### src/rtl/fifo_ctrl_16x8_pkg.sv
// Shared constants for the 16x8 FIFO controller and its storage RAM.
// The stream-source blocks use the same width/depth constants.
package fifo_ctrl_16x8_pkg;

   localparam int unsigned FIFO_D_WIDTH = 8;
   localparam int unsigned FIFO_A_WIDTH = 4;
   localparam int unsigned FIFO_DEPTH   = 1 << FIFO_A_WIDTH;

   // A RAM fetch may start only if, after this cycle's pop, the buffered
   // words plus the one already in flight leave room for one more.
   function automatic logic fetch_ok(input logic [1:0] buf_cnt,
                                     input logic       pend,
                                     input logic       pop);
      return ({1'b0, buf_cnt} + {2'b00, pend}) < (3'd2 + {2'b00, pop});
   endfunction

endpackage

### src/rtl/ram_dual_16x8.sv
// Simple dual-port RAM: one write port, one read port, registered read
// data (read-before-write on an address collision).
module ram_dual_16x8
   import fifo_ctrl_16x8_pkg::*;
#(
   parameter int unsigned D_WIDTH = FIFO_D_WIDTH,
   parameter int unsigned A_WIDTH = FIFO_A_WIDTH
) (
   input  logic               clk,
   input  logic               wen,
   input  logic [A_WIDTH-1:0] waddr,
   input  logic [D_WIDTH-1:0] wdata,
   input  logic [A_WIDTH-1:0] raddr,
   output logic [D_WIDTH-1:0] rdata
);

   logic [D_WIDTH-1:0] mem [0:(1 << A_WIDTH)-1];

   // Write on wen; read data appears one cycle after the address.
   always_ff @(posedge clk) begin
      if (wen) begin
         mem[waddr] <= wdata;
      end
      rdata <= mem[raddr];
   end

endmodule

### src/rtl/fifo_ctrl_16x8.sv
// First-word-fall-through FIFO controller around ram_dual_16x8.
// A 2-entry output buffer absorbs the RAM's one-cycle read latency so
// one push and one pop per cycle are sustained.
module fifo_ctrl_16x8
   import fifo_ctrl_16x8_pkg::*;
#(
   parameter int unsigned D_WIDTH = FIFO_D_WIDTH,
   parameter int unsigned A_WIDTH = FIFO_A_WIDTH
) (
   input  logic               clk,
   input  logic               rst,
   input  logic               in_valid,
   input  logic [D_WIDTH-1:0] in_data,
   output logic               in_ready,
   output logic               out_valid,
   output logic [D_WIDTH-1:0] out_data,
   input  logic               out_ready,
   output logic [A_WIDTH:0]   level
);

   localparam logic [A_WIDTH:0] DEPTH = {1'b1, {A_WIDTH{1'b0}}};

   logic [A_WIDTH-1:0] wptr;
   logic [A_WIDTH-1:0] rptr;
   logic [A_WIDTH:0]   ram_cnt;
   logic               pend;
   logic [1:0]         buf_cnt;
   logic               hd;
   logic [D_WIDTH-1:0] buf_mem [0:1];
   logic [D_WIDTH-1:0] rdata;
   logic               push;
   logic               pop;
   logic               fetch;

   ram_dual_16x8 #(
      .D_WIDTH (D_WIDTH),
      .A_WIDTH (A_WIDTH)
   ) u_ram (
      .clk   (clk),
      .wen   (push),
      .waddr (wptr),
      .wdata (in_data),
      .raddr (rptr),
      .rdata (rdata)
   );

   // Handshakes, fetch decision and outputs, all forced idle during reset.
   always_comb begin
      in_ready  = !rst && (ram_cnt != DEPTH);
      out_valid = !rst && (buf_cnt != 2'd0);
      push      = in_valid && in_ready;
      pop       = out_valid && out_ready;
      fetch     = !rst && (ram_cnt != '0) && fetch_ok(buf_cnt, pend, pop);
      level     = rst ? '0
                      : ram_cnt + (A_WIDTH+1)'(pend) + (A_WIDTH+1)'(buf_cnt);
      out_data  = rst ? '0 : buf_mem[hd];
   end

   // Pointer, occupancy and output-buffer state.
   always_ff @(posedge clk) begin
      if (rst) begin
         wptr       <= '0;
         rptr       <= '0;
         ram_cnt    <= '0;
         pend       <= 1'b0;
         buf_cnt    <= '0;
         hd         <= 1'b0;
         buf_mem[0] <= '0;
         buf_mem[1] <= '0;
      end else begin
         if (push) begin
            wptr <= wptr + 1'b1;
         end
         if (fetch) begin
            rptr <= rptr + 1'b1;
         end
         if (push && !fetch) begin
            ram_cnt <= ram_cnt + 1'b1;
         end else if (fetch && !push) begin
            ram_cnt <= ram_cnt - 1'b1;
         end
         pend <= fetch;
         // With a read in flight the buffer holds at most one word, so the
         // tail slot is the head slot offset by the current count; this
         // remains correct when that head word is popped in the same cycle.
         if (pend) begin
            buf_mem[hd ^ buf_cnt[0]] <= rdata;
         end
         if (pend && !pop) begin
            buf_cnt <= buf_cnt + 1'b1;
         end else if (pop && !pend) begin
            buf_cnt <= buf_cnt - 1'b1;
         end
         if (pop) begin
            hd <= ~hd;
         end
      end
   end

endmodule

### config.mk
export PLATFORM = sky130hd
export DESIGN_NAME = fifo_ctrl_16x8
export DESIGN_NICKNAME = d
export VERILOG_FILES = /design/src/rtl/fifo_ctrl_16x8_pkg.sv /design/src/rtl/ram_dual_16x8.sv /design/src/rtl/fifo_ctrl_16x8.sv
export SDC_FILE = /design/constraint.sdc
export NUM_CORES = 1
export LEC_CHECK = 0
export ABC_AREA = 1
export CORE_ASPECT_RATIO = 1.5
export CORE_UTILIZATION = 57
export CTS_BUF_LIST = sky130_fd_sc_hd__clkbuf_4
export CTS_CLUSTER_SIZE = 24
export DETAILED_ROUTE_END_ITERATION = 16
export GPL_TIMING_DRIVEN = 0
export PLACE_DENSITY = 0.9
export SLEW_MARGIN = 25
export SYNTH_ARGS = -nofsm -noshare
export SYNTH_HDL_FRONTEND = slang
export SYNTH_HIERARCHICAL = 1
export SYNTH_SLANG_ARGS = --single-unit
### constraint.sdc
create_clock -name clk -period 2.2 [get_ports clk]
set_clock_uncertainty 0.05 [all_clocks]
set_input_delay 0.55 -clock clk [delete_from_list [all_inputs] [get_ports clk]]
set_output_delay 0.55 -clock clk [all_outputs]
set_load 0.02 [all_outputs]
# --- Word-level counts from Yosys, hierarchy flattened ---
# Memories as Yosys holds them, arrays and structs flattened. A register that Yosys moved wholly into a read port is not among the register bits.
# Cells that the tools add are included.
op_classes:
  order_cmp: 1
  mux: 18
  eq_ne: 1
  shifts: 0
  mul: 0
  n_div: 0
  reduce_logical: 20
  n_bitwise: 2
  n_addsub: 10
ops:
  columns: ["operator", "n"]
  rows:
  - ["$mux 8", 2]
  - ["$mux 5", 3]
  - ["$mux 1", 11]
  - ["$logic_and 1x1->1", 10]
  - ["$add 4x1->4 const B", 2]
  - ["$reduce_or 8->1", 1]
  - ["$reduce_bool 2->1", 3]
  - ["$add 5x1->5", 1]
  - ["$add 5x1->5 const B", 1]
  - ["$add 5x2->5", 1]
  - ["$logic_not 1->1", 5]
  - ["$ne 5x5->1 const B", 1]
  - ["$reduce_bool 5->1", 1]
  - ["$sub 5x1->5 const B", 1]
  - ["$mux 2", 2]
  - ["$add 2x1->3", 1]
  - ["$add 2x1->3 const A", 1]
  - ["$lt 3x3->1", 1]
  - ["$add 2x1->2 const B", 1]
  - ["$sub 2x1->2 const B", 1]
  - ["$not 1->1", 1]
  - ["$xor 1x1->1", 1]
totals:
  n_memories: 2
  ram_bits: 144
  wordCells: 60
  reg_bits: 17
  latchBits: 0
  inputBits: 12
  rom_bits: 0
mem_list:
  columns: ["memory", "depth", "word_bits", "rd", "rd_ports_with_merged_regs", "wr", "line_no", "source"]
  rows:
  - ["u_ram.mem", 16, 8, 1, 1, 1, "ram_dual_16x8.sv:17", "logic [D_WIDTH-1:0] mem [0:(1 << A_WIDTH)-1];"]
  - ["buf_mem", 2, 8, 1, 1, 2, "fifo_ctrl_16x8.sv:29", "logic [D_WIDTH-1:0] buf_mem [0:1];"]

# --- Logic depth before layout (Yosys ltp) ---
# Gate-level depths: netlist of run 1.
logic_depth:
  ltp_word: 9
  mapped_depth: 15

# --- Hierarchy ---
# The synthesis of run 1 kept the hierarchy.
by_module_without_submodules:
  columns: ["mod", "instances", "cells_each", "area_per_inst_um2"]
  rows:
  - ["ram_dual_16x8", 1, 551, 5766.8]
  - ["fifo_ctrl_16x8", 1, 226, 1839.3]

# --- Worst setup path before layout of run 1 ---
# Ideal clock, no wire load.
synth_timing:
  path_type: "reg-to-output"
  from: "register ram_cnt[0]"
  to: "output level[4]"
  t_arrival_ps: 1765
  path_buffers: 0
  setup_slack_ps: -165
  path_stages_with_launch: 7
  path_cell_list: "dfxtp_1 -> fa_1 -> inv_1 -> fa_1 -> nor2_1 -> a21oi_1 -> nor3_1"
synth_via:
  elab_chain_cells: 3
synth_lines:
  columns: ["item", "line_no", "source"]
  rows:
  - ["from (decl)", "fifo_ctrl_16x8.sv:25", "logic [A_WIDTH:0] ram_cnt;"]
  - ["from (signal assigned)", "fifo_ctrl_16x8.sv:78", "ram_cnt <= ram_cnt + 1'b1;"]
  - ["from (signal assigned)", "fifo_ctrl_16x8.sv:80", "ram_cnt <= ram_cnt - 1'b1;"]
  - ["$add 5x1->5", "fifo_ctrl_16x8.sv:55", ": ram_cnt + (A_WIDTH+1)'(pend) + (A_WIDTH+1)'(buf_cnt);"]
  - ["$add 5x2->5", "fifo_ctrl_16x8.sv:55", null]
  - ["$mux 5", "fifo_ctrl_16x8.sv:54", "level = rst ? '0"]
  - ["to (decl)", "fifo_ctrl_16x8.sv:18", "output logic [A_WIDTH:0] level"]
# Every way passes these cells.

# --- Final worst setup path of run 1 ---
# Ends and elaborated chain as after synthesis.

==> results.md, run 1 <==
- Min setup slack post-route: -0.480 ns
- Largest stage delay on the critical path: 0.38 ns
- Critical path startpoint: ram_cnt[0]
- Number of vias per cell after detailed routing: 5.65
- Worst Path Arrival: 2.08 ns
- Worst Setup Start Kind: flip-flop
- Seq/Total Area, Yosys: 63.7%
- Hold Buf Count CTS: 0
- Crit share post-route: 122%
- CP Capture Point: level[4]
- Synthesis-to-layout area growth: 14.0%
- Proportion of layout cells with a drive suffix above 1: 17.3%
- Critical path endpoint category: primary output
- Switching component of the power: 3.52 mW
- Total Wirelength: 18.1 mm
- Setup slack, reg-to-reg: -0.26 ns
- Final weighted congestion of routability-driven global placement: 1.01
- Critical Path Slowest Stage Cell: sky130_fd_sc_hd__dfxtp_4
- Die extent in y: 143 um
- Proportion of total power due to net switching: 38.5%
- CP Class: flip-flop to primary output
- Peak fanout along the critical path: 2
- 1st-pass router iterations: 6
- Status: complete, but fails checks
- Share of power burned in registers: 43.4%
- Clock transition time at the flip-flop clock pins of the worst setup and hold paths: 0.14 ns
- Setup violators final: 25
- Number of nets produced by synthesis: 802
- Grt total ovfl: 0
- Main combinational cell family by area after synthesis: simple AND/OR/NAND/NOR gates
- Vias: 5708
- Final critical-path required period: 2.68 ns
- Area of the die: 0.0138 mm^2
- Static leakage: 3.69 nW
- Portion of netlist area occupied by mux cells: 0%
- Remaining antenna violation count after routing: 0
- Synthesized area: 0.00761 mm^2
- Utilization after layout: 66.6%
- Share of synthesized cell area in and, or, nand and nor gates: 21.7%
- Count of routing violations after the opening detailed-route iteration: 781
- Most common cell after layout, fill and taps aside: sky130_fd_sc_hd__nand2_1
- Fraction of the mapped netlist area in compound gates: 2.02%
- Number of hold-slack violations in the final timing report: 0
- Num Clock Sinks: 170
- Combinational group share of total power: 38.8%
- Number of H-tree levels: 4
- I/O Pins: 27
- Pin count of the biggest net entering global routing: 17
- Cells after synthesis: 777
- Synthesized area divided by synthesized cell count: 9.79 um^2
- Standard cell core area: 0.0130 mm^2
- Actual transition at the worst max-transition pin: 0.734 ns
- Number of buffers inserted during clock tree synthesis: 17
- Number of synthesized flops with an enable pin: 144
- Clock network latency to the later pin of the worst-skew pair: 0.55 ns
- F_max: 373 MHz
- CTS tree: done
- Critical path, cell by cell: fa_2 -> inv_2 -> fa_2 -> nor2_4 -> inv_2 -> nor3_2 -> nor3_2 -> buf_4
- Number of antenna violations at the first check in global routing: 1
- Filler cells: 920
- DRC violation count after routing: 0
- Number of different library cells in the post-synthesis netlist: 27
- Buffers from clock root to sink, at most: 2
- First-pass GRT wire length: 26.6 mm
- Setup repair after global routing missed its margin: true
- IO buf count: 26
- Number of violations of the max-capacitance limit: 0
- Via count of the first global-routing pass: 5160
- Main synth FF type: sky130_fd_sc_hd__edfxtp_1
- Required time worst endpoint: 1.60 ns
- Clock root buffer master: sky130_fd_sc_hd__clkbuf_4
- Half-perimeter wire length after placement: 11.6 mm
- Sequential standard cell area: 0.00486 mm^2
- Final #Nets: 863
- Post-Synth Adder-Cell Area: 2.43%
- Die Wd: 96.3 um
- Xor/xnor cell area share of the yosys netlist: 0.921%
- Total area of multi-input combinational cells: 0.00226 mm^2
- Max-slew headroom: 50.9%
- FFs w/ async S/R, synth: 0%
- Worst-case reg-to-reg path depth: 14
- End of the worst register-to-register path: ram_cnt[4]
- Max IR drop VDD: 456 uV
- Cell Int Power: 5.64 mW
- Effective utilization at floorplan: 58.4%
- Hold_ws: 0.298 ns
- Overall Global Routing Usage: 27.0%
- Number of storage elements in the synthesis netlist: 170
- Max Transition Viols Final: 0
- Violated checks: negative setup slack
- Worst min-delay path category: primary input to flip-flop
- Clock network fraction of total power: 17.7%
- WL/cell: 17.9 um
- Launch instance of the worst register-to-register path: pend
- Commonest non-fill, non-tap cells in the layout: 203 x sky130_fd_sc_hd__nand2_1, 144 x sky130_fd_sc_hd__edfxtp_1, 123 x sky130_fd_sc_hd__inv_1
- Pwr per Cell Area: 1060 mW/mm^2
- Number of warnings reported in the yosys synthesis log: 6
- Number of rows in the core area: 51
==> worst min path at each step <==
stage / start / to / slack [ns] / cells after the start
2_1_floorplan: rptr[1] / rptr[1] / 0.43 / 2
3_3_place_gp: rptr[1] / rptr[1] / 0.45 / 2
3_5_place_dp: rptr[1] / rptr[1] / 0.47 / 2
4_1_cts: rst / ram_cnt[3] / 0.45 / 4
5_1_grt: rst / ram_cnt[3] / 0.26 / 4
6_report: rst / ram_cnt[3] / 0.30 / 4
==> cell usage after synthesis, types with 3 or more instances <==
| library cell | n | area share, % |
|---|---|---|
| sky130_fd_sc_hd__fa_1 | 3 | 0.79 |
| sky130_fd_sc_hd__nor2_1 | 68 | 3.4 |
| sky130_fd_sc_hd__a21oi_1 | 12 | 0.79 |
| sky130_fd_sc_hd__nand3_2 | 3 | 0.39 |
| sky130_fd_sc_hd__xor2_1 | 6 | 0.69 |
| sky130_fd_sc_hd__edfxtp_1 | 144 | 57 |
| sky130_fd_sc_hd__nand3_1 | 104 | 6.8 |
| sky130_fd_sc_hd__o21ai_1 | 3 | 0.20 |
| sky130_fd_sc_hd__dfxtp_1 | 26 | 6.8 |
| sky130_fd_sc_hd__inv_2 | 8 | 0.39 |
| sky130_fd_sc_hd__buf_2 | 15 | 0.99 |
| sky130_fd_sc_hd__nand3b_1 | 3 | 0.30 |
| sky130_fd_sc_hd__ha_1 | 10 | 1.6 |
| sky130_fd_sc_hd__inv_1 | 130 | 6.4 |
| sky130_fd_sc_hd__nand4_1 | 3 | 0.25 |
| sky130_fd_sc_hd__nand2_1 | 203 | 10 |
| sky130_fd_sc_hd__o21ai_0 | 14 | 0.92 |
| sky130_fd_sc_hd__buf_6 | 6 | 0.89 |
| sky130_fd_sc_hd__buf_4 | 4 | 0.39 |
| sky130_fd_sc_hd__nor3_1 | 3 | 0.20 |
==> power by group through the flow <==
stage / Combinational (mW) / Clock (mW) / Sequential, mW
final: 3.56 / 1.63 / 3.98
after CTS: 3.30 / 1.65 / 3.96
after floorplan: 2.11 / 0 / 3.98
after global routing: 3.88 / 1.79 / 4.01
after global placement: 2.92 / 0 / 4.02
after detailed placement: 3.02 / 0 / 4.04
==> metal layers <==
metal | GRT usage, % | up-vias | wire length, um
met2 | 47.3 | 372 | 9700
met3 | 5.82 | 77 | 1480
met1 | 29.8 | 2633 | 6010
met5 | 0 | - | 0
li1 | - | 2626 | -
met4 | 15.2 | 0 | 931
==> cell type report <==
| class | instances | share of cell area, % |
|---|---|---|
| diodes | 1 | 0.0289 |
| plain buffers | 27 | 2.24 |
| clock buffers | 18 | 1.56 |
| clock inverters | 14 | 1.44 |
| inverters | 138 | 6.06 |
| multi-input cells | 441 | 26.1 |
| flip-flops and latches | 170 | 56.0 |
| well taps | 159 | 2.29 |
| repair buffers | 43 | 4.27 |
==> through the flow <==
| stage | cells | power (mW) | instance area [um^2] | TNS [ns] | setup slack [ns] |
|---|---|---|---|---|---|
| floorplan | 777 | 6.08 | 7610 | -0.00661 | -0.00661 |
| global placement | 962 | 6.94 | 8070 | -99.48 | -0.791 |
| finish | 1011 | 9.16 | 8670 | -3.31 | -0.480 |
| detailed placement | 962 | 7.05 | 8070 | -108.08 | -0.866 |
| CTS | 1006 | 8.90 | 8560 | -2.96 | -0.486 |
| global route | 1011 | 9.69 | 8670 | -9.39 | -0.568 |
==> critical path: cells and delay by family, from the launching register on <==
kind	cells	cell delay, ns
adder cells (fa/ha/maj)	2	0.58
buffers and inverters	3	0.25
flip-flops	1	0.38
AND/OR/NAND/NOR	3	0.30
==> logic make-up after synthesis <==
group,count (synthesis)
flops,170
simple gates,390
buf+inv,166
xor+xnor,8
compound gates,30
fa+ha+maj,13
==> flip-flops by register name, indices dropped and copies added, names as in the netlist, named ones only <==
| register | count |
|---|---|
| buf_cnt | 2 |
| buf_mem | 16 |
| hd | 1 |
| pend | 1 |
| ram_cnt | 5 |
| rptr | 4 |
| u_ram/mem | 128 |
| u_ram/rdata | 8 |
| wptr | 4 |
==> timing repair <==
action | CTS | global route
setup buffers | 12 | 5
setup endpoints to repair | 148 | 148
resized for setup | 109 | 29
pin swaps | 9 | 4
Power figures use the tool's default switching activity.
==> run 2, diff against run 1 <==
--- a/config.mk
+++ b/config.mk
@@ -7,6 +7,7 @@
 export LEC_CHECK = 0
 export ABC_AREA = 1
 export CORE_ASPECT_RATIO = 1.5
+export CORE_MARGIN = 2
 export CORE_UTILIZATION = 57
 export CTS_BUF_LIST = sky130_fd_sc_hd__clkbuf_4
 export CTS_CLUSTER_SIZE = 24
@@ -16,5 +17,4 @@
 export SLEW_MARGIN = 25
 export SYNTH_ARGS = -nofsm -noshare
 export SYNTH_HDL_FRONTEND = slang
-export SYNTH_HIERARCHICAL = 1
 export SYNTH_SLANG_ARGS = --single-unit
==> run 2 against run 1 <==
  * The run still ends with negative setup slack left
  * Count of clock-buffer cells in the layout unchanged
  * Hold slack worse by 0.21 ns
  * First-iteration DRC count down 15%
  * Power up 5.5%
  * Cell area down 4.6%
  * Core utilization up 0.20 points
  * Die area down 1.8%
  * Sequential share of layout area up 2.7 points
  * Global-route usage up 0.21 points
  * Largest power group unchanged
  * Highest routed layer unchanged
==> results.md, run 2 <==
- Num Clock Sinks: 170 (unchanged)
- Via count of the first global-routing pass: 5059 (was 5160)
- Max IR drop VDD: 475 uV (was 456 uV)
- Clock network latency to the later pin of the worst-skew pair: 0.59 ns (was 0.55 ns)
- Vias: 5257 (was 5708)
- Die extent in y: 142 um (was 143 um)
- Number of nets produced by synthesis: 662 (was 802)
- WL/cell: 21.7 um (was 17.9 um)
- Filler cells: 805 (was 920)
- Count of routing violations after the opening detailed-route iteration: 662 (was 781)
- CTS tree: done (unchanged)
- Synthesized area divided by synthesized cell count: 11.4 um^2 (was 9.79 um^2)
- Total power consumption of the routed design: 9.66 mW (was 9.16 mW)
- Number of different library cells in the post-synthesis netlist: 32 (was 27)
- Area fraction of the dominant cell type after synthesis: 60.0% (was 56.9%)
- Synth top cells by count: 150 x sky130_fd_sc_hd__nor2_1, 144 x sky130_fd_sc_hd__edfxtp_1, 72 x sky130_fd_sc_hd__o21ai_0 (was 203 x sky130_fd_sc_hd__nand2_1, 144 x sky130_fd_sc_hd__edfxtp_1, 130 x sky130_fd_sc_hd__inv_1)
- Number of H-tree levels: 4 (unchanged)
- Remaining antenna violation count after routing: 0 (unchanged)
- Crit share post-route: 127% (was 122%)
- Total area of multi-input combinational cells: 0.00219 mm^2 (was 0.00226 mm^2)
- Number of vias per cell after detailed routing: 6.10 (was 5.65)
- Clock root buffer master: sky130_fd_sc_hd__clkbuf_4 (unchanged)
- Max reg flops: 128 (unchanged)
- Most frequently used cell type in the post-synthesis netlist: sky130_fd_sc_hd__nor2_1 (was sky130_fd_sc_hd__nand2_1)
- Violated checks: negative setup slack (unchanged)
- Critical path endpoint category: primary output (unchanged)
- Clock transition time at the flip-flop clock pins of the worst setup and hold paths: 0.16 ns (was 0.14 ns)
- Most common cell after layout, fill and taps aside: sky130_fd_sc_hd__edfxtp_1 (was sky130_fd_sc_hd__nand2_1)
- Worst Path Arrival: 2.20 ns (was 2.08 ns)
- Worst Setup Slack post-DPL: -0.609 ns (was -0.866 ns)
- FFs w/ async S/R, synth: 0% (unchanged)
- F_max: 357 MHz (was 373 MHz)
- Min setup slack post-route: -0.599 ns (was -0.480 ns)
- Commonest non-fill, non-tap cells in the layout: 144 x sky130_fd_sc_hd__edfxtp_1, 132 x sky130_fd_sc_hd__nor2_1, 68 x sky130_fd_sc_hd__o21ai_0 (was 203 x sky130_fd_sc_hd__nand2_1, 144 x sky130_fd_sc_hd__edfxtp_1, 123 x sky130_fd_sc_hd__inv_1)
- Standard cell core area: 0.0124 mm^2 (was 0.0130 mm^2)
- Number of antenna violations at the first check in global routing: 1 (unchanged)
- Met3 usage in global routing: 6.37% (was 5.82%)
- Effective utilization at floorplan: 58.2% (was 58.4%)
- Setup repair after global routing missed its margin: true (unchanged)
- Worst Setup Start Kind: flip-flop (unchanged)
- Half-perimeter wire length after placement: 12.0 mm (was 11.6 mm)
- Number of hold-slack violations in the final timing report: 0 (unchanged)
- Max Transition Viols Final: 0 (unchanged)
- Buffers from clock root to sink, at most: 2 (unchanged)
- Pwr per Cell Area: 1170 mW/mm^2 (was 1060 mW/mm^2)
- First-pass GRT wire length: 26.3 mm (was 26.6 mm)
- Yosys top cell by area: sky130_fd_sc_hd__edfxtp_1 (unchanged)
- Number of rows in the core area: 50 (was 51)
- Worst min-delay path category: primary input to flip-flop (unchanged)
- Number of buffers inserted during clock tree synthesis: 17 (unchanged)
- Synthesis-to-layout area growth: 14.9% (was 14.0%)
- Status: complete, but fails checks (unchanged)
- I/O Pins: 27 (unchanged)
- Synthesized area: 0.00721 mm^2 (was 0.00761 mm^2)
- Setup violators final: 9 (was 25)
- Grt total ovfl: 0 (unchanged)
- Number of synthesized flops with an enable pin: 144 (unchanged)
- Actual transition at the worst max-transition pin: 0.864 ns (was 0.734 ns)
- Cells after synthesis: 634 (was 777)
- Main synth FF type: sky130_fd_sc_hd__edfxtp_1 (unchanged)
- DRC violation count after routing: 0 (unchanged)
- Static leakage: 2.93 nW (was 3.69 nW)
- Most flop-heavy register: u_ram.mem (was u_ram/mem)
- Total Wirelength: 18.7 mm (was 18.1 mm)
- Number of violations of the max-capacitance limit: 0 (unchanged)
- Seq/Total Area, Yosys: 67.2% (was 63.7%)
- Final #Nets: 720 (was 863)
- Met1 Use GR: 27.4% (was 29.8%)
- Die Wd: 95.8 um (was 96.3 um)
- Overall Global Routing Usage: 27.2% (was 27.0%)
- Setup slack, reg-to-reg: -0.32 ns (was -0.26 ns)
- IO buf count: 25 (was 26)
- Final weighted congestion of routability-driven global placement: 0.954 (was 1.01)
- CP Class: flip-flop to primary output (unchanged)
- Peak fanout along the critical path: 3 (was 2)
- Pin count of the biggest net entering global routing: 17 (unchanged)
- Sequential standard cell area: 0.00486 mm^2 (about the same)
- Ranking of synthesized cells by area: sky130_fd_sc_hd__edfxtp_1 60%, sky130_fd_sc_hd__nor2_1 7.8%, sky130_fd_sc_hd__dfxtp_1 7.2%, sky130_fd_sc_hd__o21ai_0 5.0%, sky130_fd_sc_hd__o211ai_1 3.3% (was sky130_fd_sc_hd__edfxtp_1 57%, sky130_fd_sc_hd__nand2_1 10%, sky130_fd_sc_hd__dfxtp_1 6.8%, sky130_fd_sc_hd__nand3_1 6.8%, sky130_fd_sc_hd__inv_1 6.4%)
- Number of warnings reported in the yosys synthesis log: 0 (was 6)
- 1st-pass router iterations: 10 (was 6)
- Number of storage elements in the synthesis netlist: 170 (unchanged)
- Area of the die: 0.0136 mm^2 (was 0.0138 mm^2)
- Required time worst endpoint: 1.60 ns (about the same)
- GR peak layer: met2 (unchanged)
- Met2 GRT Util: 45.7% (was 47.3%)
- Max-slew headroom: 42.2% (was 50.9%)
- Final critical-path required period: 2.80 ns (was 2.68 ns)
- Proportion of layout cells with a drive suffix above 1: 21.8% (was 17.3%)
- Registers with the highest flip-flop counts: u_ram.mem (128), buf_mem (16), u_ram.rdata (8) (was u_ram/mem (128), buf_mem (16), u_ram/rdata (8))
[run 2: cell count changes in the layout (fill, tap and decap cells not counted), moves of 7 or more]
cell / before / now
sky130_fd_sc_hd__nor2_4: 11 / 3
sky130_fd_sc_hd__buf_6: 10 / 17
sky130_fd_sc_hd__nand3_1: 103 / 21
sky130_fd_sc_hd__o211ai_1: 0 / 32
sky130_fd_sc_hd__inv_1: 123 / 28
sky130_fd_sc_hd__nor2_2: 8 / 17
sky130_fd_sc_hd__nand2_1: 203 / 45
sky130_fd_sc_hd__buf_4: 26 / 13
sky130_fd_sc_hd__nor2_1: 49 / 132
sky130_fd_sc_hd__o21ai_0: 11 / 68
[run 2: final cells by class]
| type | count | area share [%] |
|---|---|---|
| Timing Repair Buffer | 40 | 4.34 |
| Buffer | 30 | 2.42 |
| Clock inverter | 14 | 1.95 |
| Sequential cell | 170 | 58.8 |
| Clock buffer | 18 | 1.63 |
| Antenna cell | 1 | 0.0302 |
| Inverter | 43 | 2.07 |
| Tap cell | 156 | 2.36 |
| Multi-Input combinational cell | 390 | 26.4 |
[run 2: path summary, 6_finish.rpt]
path / start / endpoint / depth (start not counted)
hold / removal: rst / ram_cnt[4] / 2
setup reg to reg: pend / ram_cnt[3] / 17
hold reg to reg: wptr[2] / wptr[2] / 2
setup / recovery: buf_cnt[0] / level[2] / 7
[run 2: what timing repair did]
action / 4_1_cts / 5_1_grt
endpoints found under the hold margin: 0 / 0
gates resized for setup: 87 / 49
setup buffers: 4 / 11
pin swaps: 7 / 10
setup endpoints to repair: 105 / 84
hold buffers: 0 / 0
[run 2: kinds of logic after synthesis]
family / Yosys count / synth area share, %
AOI/OAI and AO/OA: 133 / 10.4
xor gates and xnor gates: 8 / 0.972
adders and majority gates: 16 / 3.09
buffers and inverters: 74 / 5.11
DFF: 170 / 67.2
and+or+nand+nor: 233 / 13.2
[run 2: per-stage QoR]
| stage | utilization (%) | area (um^2) | hold slack [ns] | TNS [ns] | cells |
|---|---|---|---|---|---|
| after detailed placement | 62.0 | 7680 | 0.455 | -42.99 | 815 |
| final | 66.8 | 8280 | 0.0920 | -3.32 | 862 |
| after global placement | 62.0 | 7680 | 0.447 | -35.77 | 815 |
| after global routing | 66.8 | 8280 | 0.0816 | -3.76 | 862 |
| after floorplan | - | 7230 | 0.427 | -0.00409 | 634 |
| after CTS | 65.2 | 8070 | 0.0843 | -2.43 | 851 |
[run 2: worst max-delay path, stage by stage, from the launching register on]
cell and delay (ns):
sky130_fd_sc_hd__dfxtp_4 0.39, sky130_fd_sc_hd__fa_2 0.42, sky130_fd_sc_hd__inv_2 0.07, sky130_fd_sc_hd__fa_2 0.23
sky130_fd_sc_hd__buf_4 0.15, sky130_fd_sc_hd__o21ai_2 0.07, sky130_fd_sc_hd__a21oi_2 0.14, sky130_fd_sc_hd__buf_6 0.14
[run 2: routing by layer]
| layer | share of wire (%) | up-vias |
|---|---|---|
| met2 | 51 | 331 |
| li1 | - | 2332 |
| met5 | 0 | - |
| met3 | 7.1 | 110 |
| met4 | 9.6 | 0 |
| met1 | 32 | 2484 |
[run 2: report_power, final]
part	switching (mW)	internal [mW]	total [mW]
clock network	1.13	0.714	1.85
registers	0.190	3.79	3.98
logic	2.44	1.39	3.84
==> run 3, diff against run 2 <==
--- a/config.mk
+++ b/config.mk
@@ -14,6 +14,7 @@
 export DETAILED_ROUTE_END_ITERATION = 16
 export GPL_TIMING_DRIVEN = 0
 export PLACE_DENSITY = 0.9
+export RECOVER_POWER = 50
 export SLEW_MARGIN = 25
 export SYNTH_ARGS = -nofsm -noshare
 export SYNTH_HDL_FRONTEND = slang
==> run 3 against run 2 <==
  * Clock power about the same
  * Worst setup slack better by 0.00081 ns
  * Global-route usage unchanged
  * Flip-flop and latch count unchanged
  * Combinational power about the same
  * Largest cell class unchanged
  * The flow still finishes with violations (negative setup slack)
  * Sequential power about the same
  * Via count up 0.84%
  * Critical endpoint unchanged
  * Cell area unchanged
  * Hold slack better by 0.0031 ns
  * Wire length down 0.13%
==> results.md, run 3 (synthesized netlist as in run 2, its figures left out) <==
- Pin count of the biggest net entering global routing: 17 (unchanged)
- Die extent in y: 142 um (unchanged)
- Worst min-delay path category: primary input to flip-flop (unchanged)
- Count of routing violations after the opening detailed-route iteration: 662 (unchanged)
- Critical path, cell by cell: fa_2 -> inv_2 -> fa_2 -> buf_4 -> o21ai_2 -> a21oi_2 -> buf_6 (unchanged)
- Number of buffers inserted during clock tree synthesis: 17 (unchanged)
- Most flop-heavy register: u_ram.mem (unchanged)
- Max-slew headroom: 41.5% (was 42.2%)
- Remaining antenna violation count after routing: 0 (unchanged)
- Min setup slack post-route: -0.599 ns (about the same)
- Registers with the highest flip-flop counts: u_ram.mem (128), buf_mem (16), u_ram.rdata (8) (unchanged)
- Worst Setup Start Kind: flip-flop (unchanged)
- Buffer and inverter count on the worst path: 3 (unchanged)
- Number of vias per cell after detailed routing: 6.15 (was 6.10)
- Status: complete, but fails checks (unchanged)
- Clock transition time at the flip-flop clock pins of the worst setup and hold paths: 0.15 ns (was 0.16 ns)
- Hold Buf Count CTS: 0 (unchanged)
- Grt total ovfl: 0 (unchanged)
- CTS tree: done (unchanged)
- Number of rows in the core area: 50 (unchanged)
- Number of antenna violations at the first check in global routing: 1 (unchanged)
- Setup repair after global routing missed its margin: true (unchanged)
- Total Wirelength: 18.7 mm (about the same)
- WL/cell: 21.7 um (about the same)
- End of the worst register-to-register path: ram_cnt[3] (unchanged)
- Worst Path Arrival: 2.20 ns (about the same)
- Final design instance area without fill: 0.00828 mm^2 (unchanged)
- Critical Path Slowest Stage Cell: sky130_fd_sc_hd__fa_2 (unchanged)
- Category of cells accounting for the largest share of critical-path delay: adder cells (unchanged)
- Max Transition Viols Final: 0 (unchanged)
- Final weighted congestion of routability-driven global placement: 0.954 (unchanged)
- Max IR drop VDD: 473 uV (was 475 uV)
- Vias: 5301 (was 5257)
- Setup violators final: 9 (unchanged)
- Dpl cell area: 0.00768 mm^2 (unchanged)
- I/O Pins: 27 (unchanged)
- Area of the die: 0.0136 mm^2 (unchanged)
- Clock network latency to the later pin of the worst-skew pair: 0.59 ns (about the same)
- F_max: 357 MHz (about the same)
- Number of violations of the max-capacitance limit: 0 (unchanged)
- Final critical-path required period: 2.80 ns (about the same)
- Die Wd: 95.8 um (unchanged)
- Synthesis-to-layout area growth: 14.9% (unchanged)
- Setup slack, reg-to-reg: -0.32 ns (about the same)
- Standard cell core area: 0.0124 mm^2 (unchanged)
- Effective utilization at floorplan: 58.2% (unchanged)
- Final #Nets: 720 (unchanged)
- Number of H-tree levels: 4 (unchanged)
- Clock root buffer master: sky130_fd_sc_hd__clkbuf_4 (unchanged)
- Proportion of layout cells with a drive suffix above 1: 21.8% (unchanged)
- CP Class: flip-flop to primary output (unchanged)
- DRC violation count after routing: 0 (unchanged)
- First-pass GRT wire length: 26.3 mm (unchanged)
- Violated checks: negative setup slack (unchanged)
- Most common cell after layout, fill and taps aside: sky130_fd_sc_hd__edfxtp_1 (unchanged)
- Crit share post-route: 127% (about the same)
- Hold_ws: 0.0952 ns (was 0.0920 ns)
- Peak fanout along the critical path: 3 (unchanged)
- Most used cell, CP: sky130_fd_sc_hd__fa_2 (unchanged)
- Total power consumption of the routed design: 9.66 mW (about the same)
- Hold endpoint: ram_cnt[4] (unchanged)
- Hold Crit Start: rst (unchanged)
- Overall Global Routing Usage: 27.2% (unchanged)
- Critical path endpoint category: primary output (unchanged)
- Number of hold-slack violations in the final timing report: 0 (unchanged)
- Worst-case reg-to-reg path depth: 17 (unchanged)
- Num Clock Sinks: 170 (unchanged)
- Largest stage delay on the critical path: 0.42 ns (about the same)
- Buffers from clock root to sink, at most: 2 (unchanged)
- Via count of the first global-routing pass: 5059 (unchanged)
- Static leakage: 2.93 nW (about the same)
- Launch instance of the worst register-to-register path: pend (unchanged)
- Worst hold stages: 2 (unchanged)
- Half-perimeter wire length after placement: 12.0 mm (unchanged)
- Commonest non-fill, non-tap cells in the layout: 144 x sky130_fd_sc_hd__edfxtp_1, 132 x sky130_fd_sc_hd__nor2_1, 68 x sky130_fd_sc_hd__o21ai_0 (unchanged)
- Max reg flops: 128 (unchanged)
- 1st-pass router iterations: 9 (was 10)
- Pwr per Cell Area: 1170 mW/mm^2 (about the same)
- IO buf count: 25 (unchanged)
- Worst Setup Slack post-DPL: -0.609 ns (unchanged)
- Required time worst endpoint: 1.60 ns (about the same)
- Actual transition at the worst max-transition pin: 0.874 ns (was 0.864 ns)
## run 3: cell count changes in the layout (fill, tap and decap cells not counted), sizes merged
cell / delta
clkdlybuf4s50: -8
dlygate4sd3: +8
## run 3: worst register-to-register path, cell delays in order (launching register included)
cell and delay (ns):
sky130_fd_sc_hd__dfxtp_4 0.38, sky130_fd_sc_hd__buf_6 0.11, sky130_fd_sc_hd__buf_6 0.11, sky130_fd_sc_hd__ha_4 0.23
sky130_fd_sc_hd__inv_2 0.05, sky130_fd_sc_hd__nand4_1 0.15, sky130_fd_sc_hd__nand2_4 0.13, sky130_fd_sc_hd__nand3_4 0.09
sky130_fd_sc_hd__ha_4 0.19, sky130_fd_sc_hd__clkinv_4 0.06, sky130_fd_sc_hd__ha_1 0.24, sky130_fd_sc_hd__nand2_1 0.09
sky130_fd_sc_hd__nand2_1 0.09, sky130_fd_sc_hd__a21oi_2 0.17, sky130_fd_sc_hd__xor2_1 0.17, sky130_fd_sc_hd__nand2_1 0.06
sky130_fd_sc_hd__nand2_1 0.06, sky130_fd_sc_hd__inv_1 0.03
## run 3: cell type report
class | instances | area (um^2)
flip-flops and latches | 170 | 4860
fillers | 805 | 4110
multi-input cells | 390 | 2190
repair buffers | 40 | 359
plain buffers | 30 | 200
well taps | 156 | 195
inverters | 43 | 171
clock inverters | 14 | 161
clock buffers | 18 | 135
diodes | 1 | 2.50
## run 3: worst max path at each step
stage | start | depth (start not counted) | slack (ns) | end
6_report | buf_cnt[0] | 7 | -0.60 | level[2]
5_1_grt | buf_cnt[0] | 7 | -0.64 | level[2]
4_1_cts | buf_cnt[0] | 5 | -0.53 | level[1]
3_5_place_dp | ram_cnt[0] | 6 | -0.61 | level[4]
3_3_place_gp | ram_cnt[0] | 7 | -0.56 | level[4]
2_1_floorplan | ram_cnt[0] | 6 | -0.004 | level[4]
## run 3: metrics by stage
step / cells / utilization (%) / TNS, ns
3_3_place_gp: 815 / 62.0 / -35.77
6_report: 862 / 66.8 / -3.32
5_1_grt: 862 / 66.8 / -3.76
4_1_cts: 851 / 65.2 / -2.43
3_5_place_dp: 815 / 62.0 / -42.99
2_1_floorplan: 634 / - / -0.00409
## run 3: layer usage
metal,routed length [um],GRT usage [%],vias to the layer above
met5,0,0,-
met4,1830,23.6,0
met3,1340,6.37,111
met2,9560,45.7,358
met1,5970,27.4,2499
li1,-,-,2333
## run 3: repair_timing
action / in CTS / in global routing
buffers inserted: 4 / 11
setup endpoints to repair: 105 / 84
resized for setup: 87 / 49
pin swaps: 7 / 10
cloned: 0 / 0
## run 3: report_power, final
part           total (mW)  internal, mW  switching, mW
combinational        3.83          1.39           2.44
sequential           3.98          3.79          0.190
clock                1.85         0.714           1.14
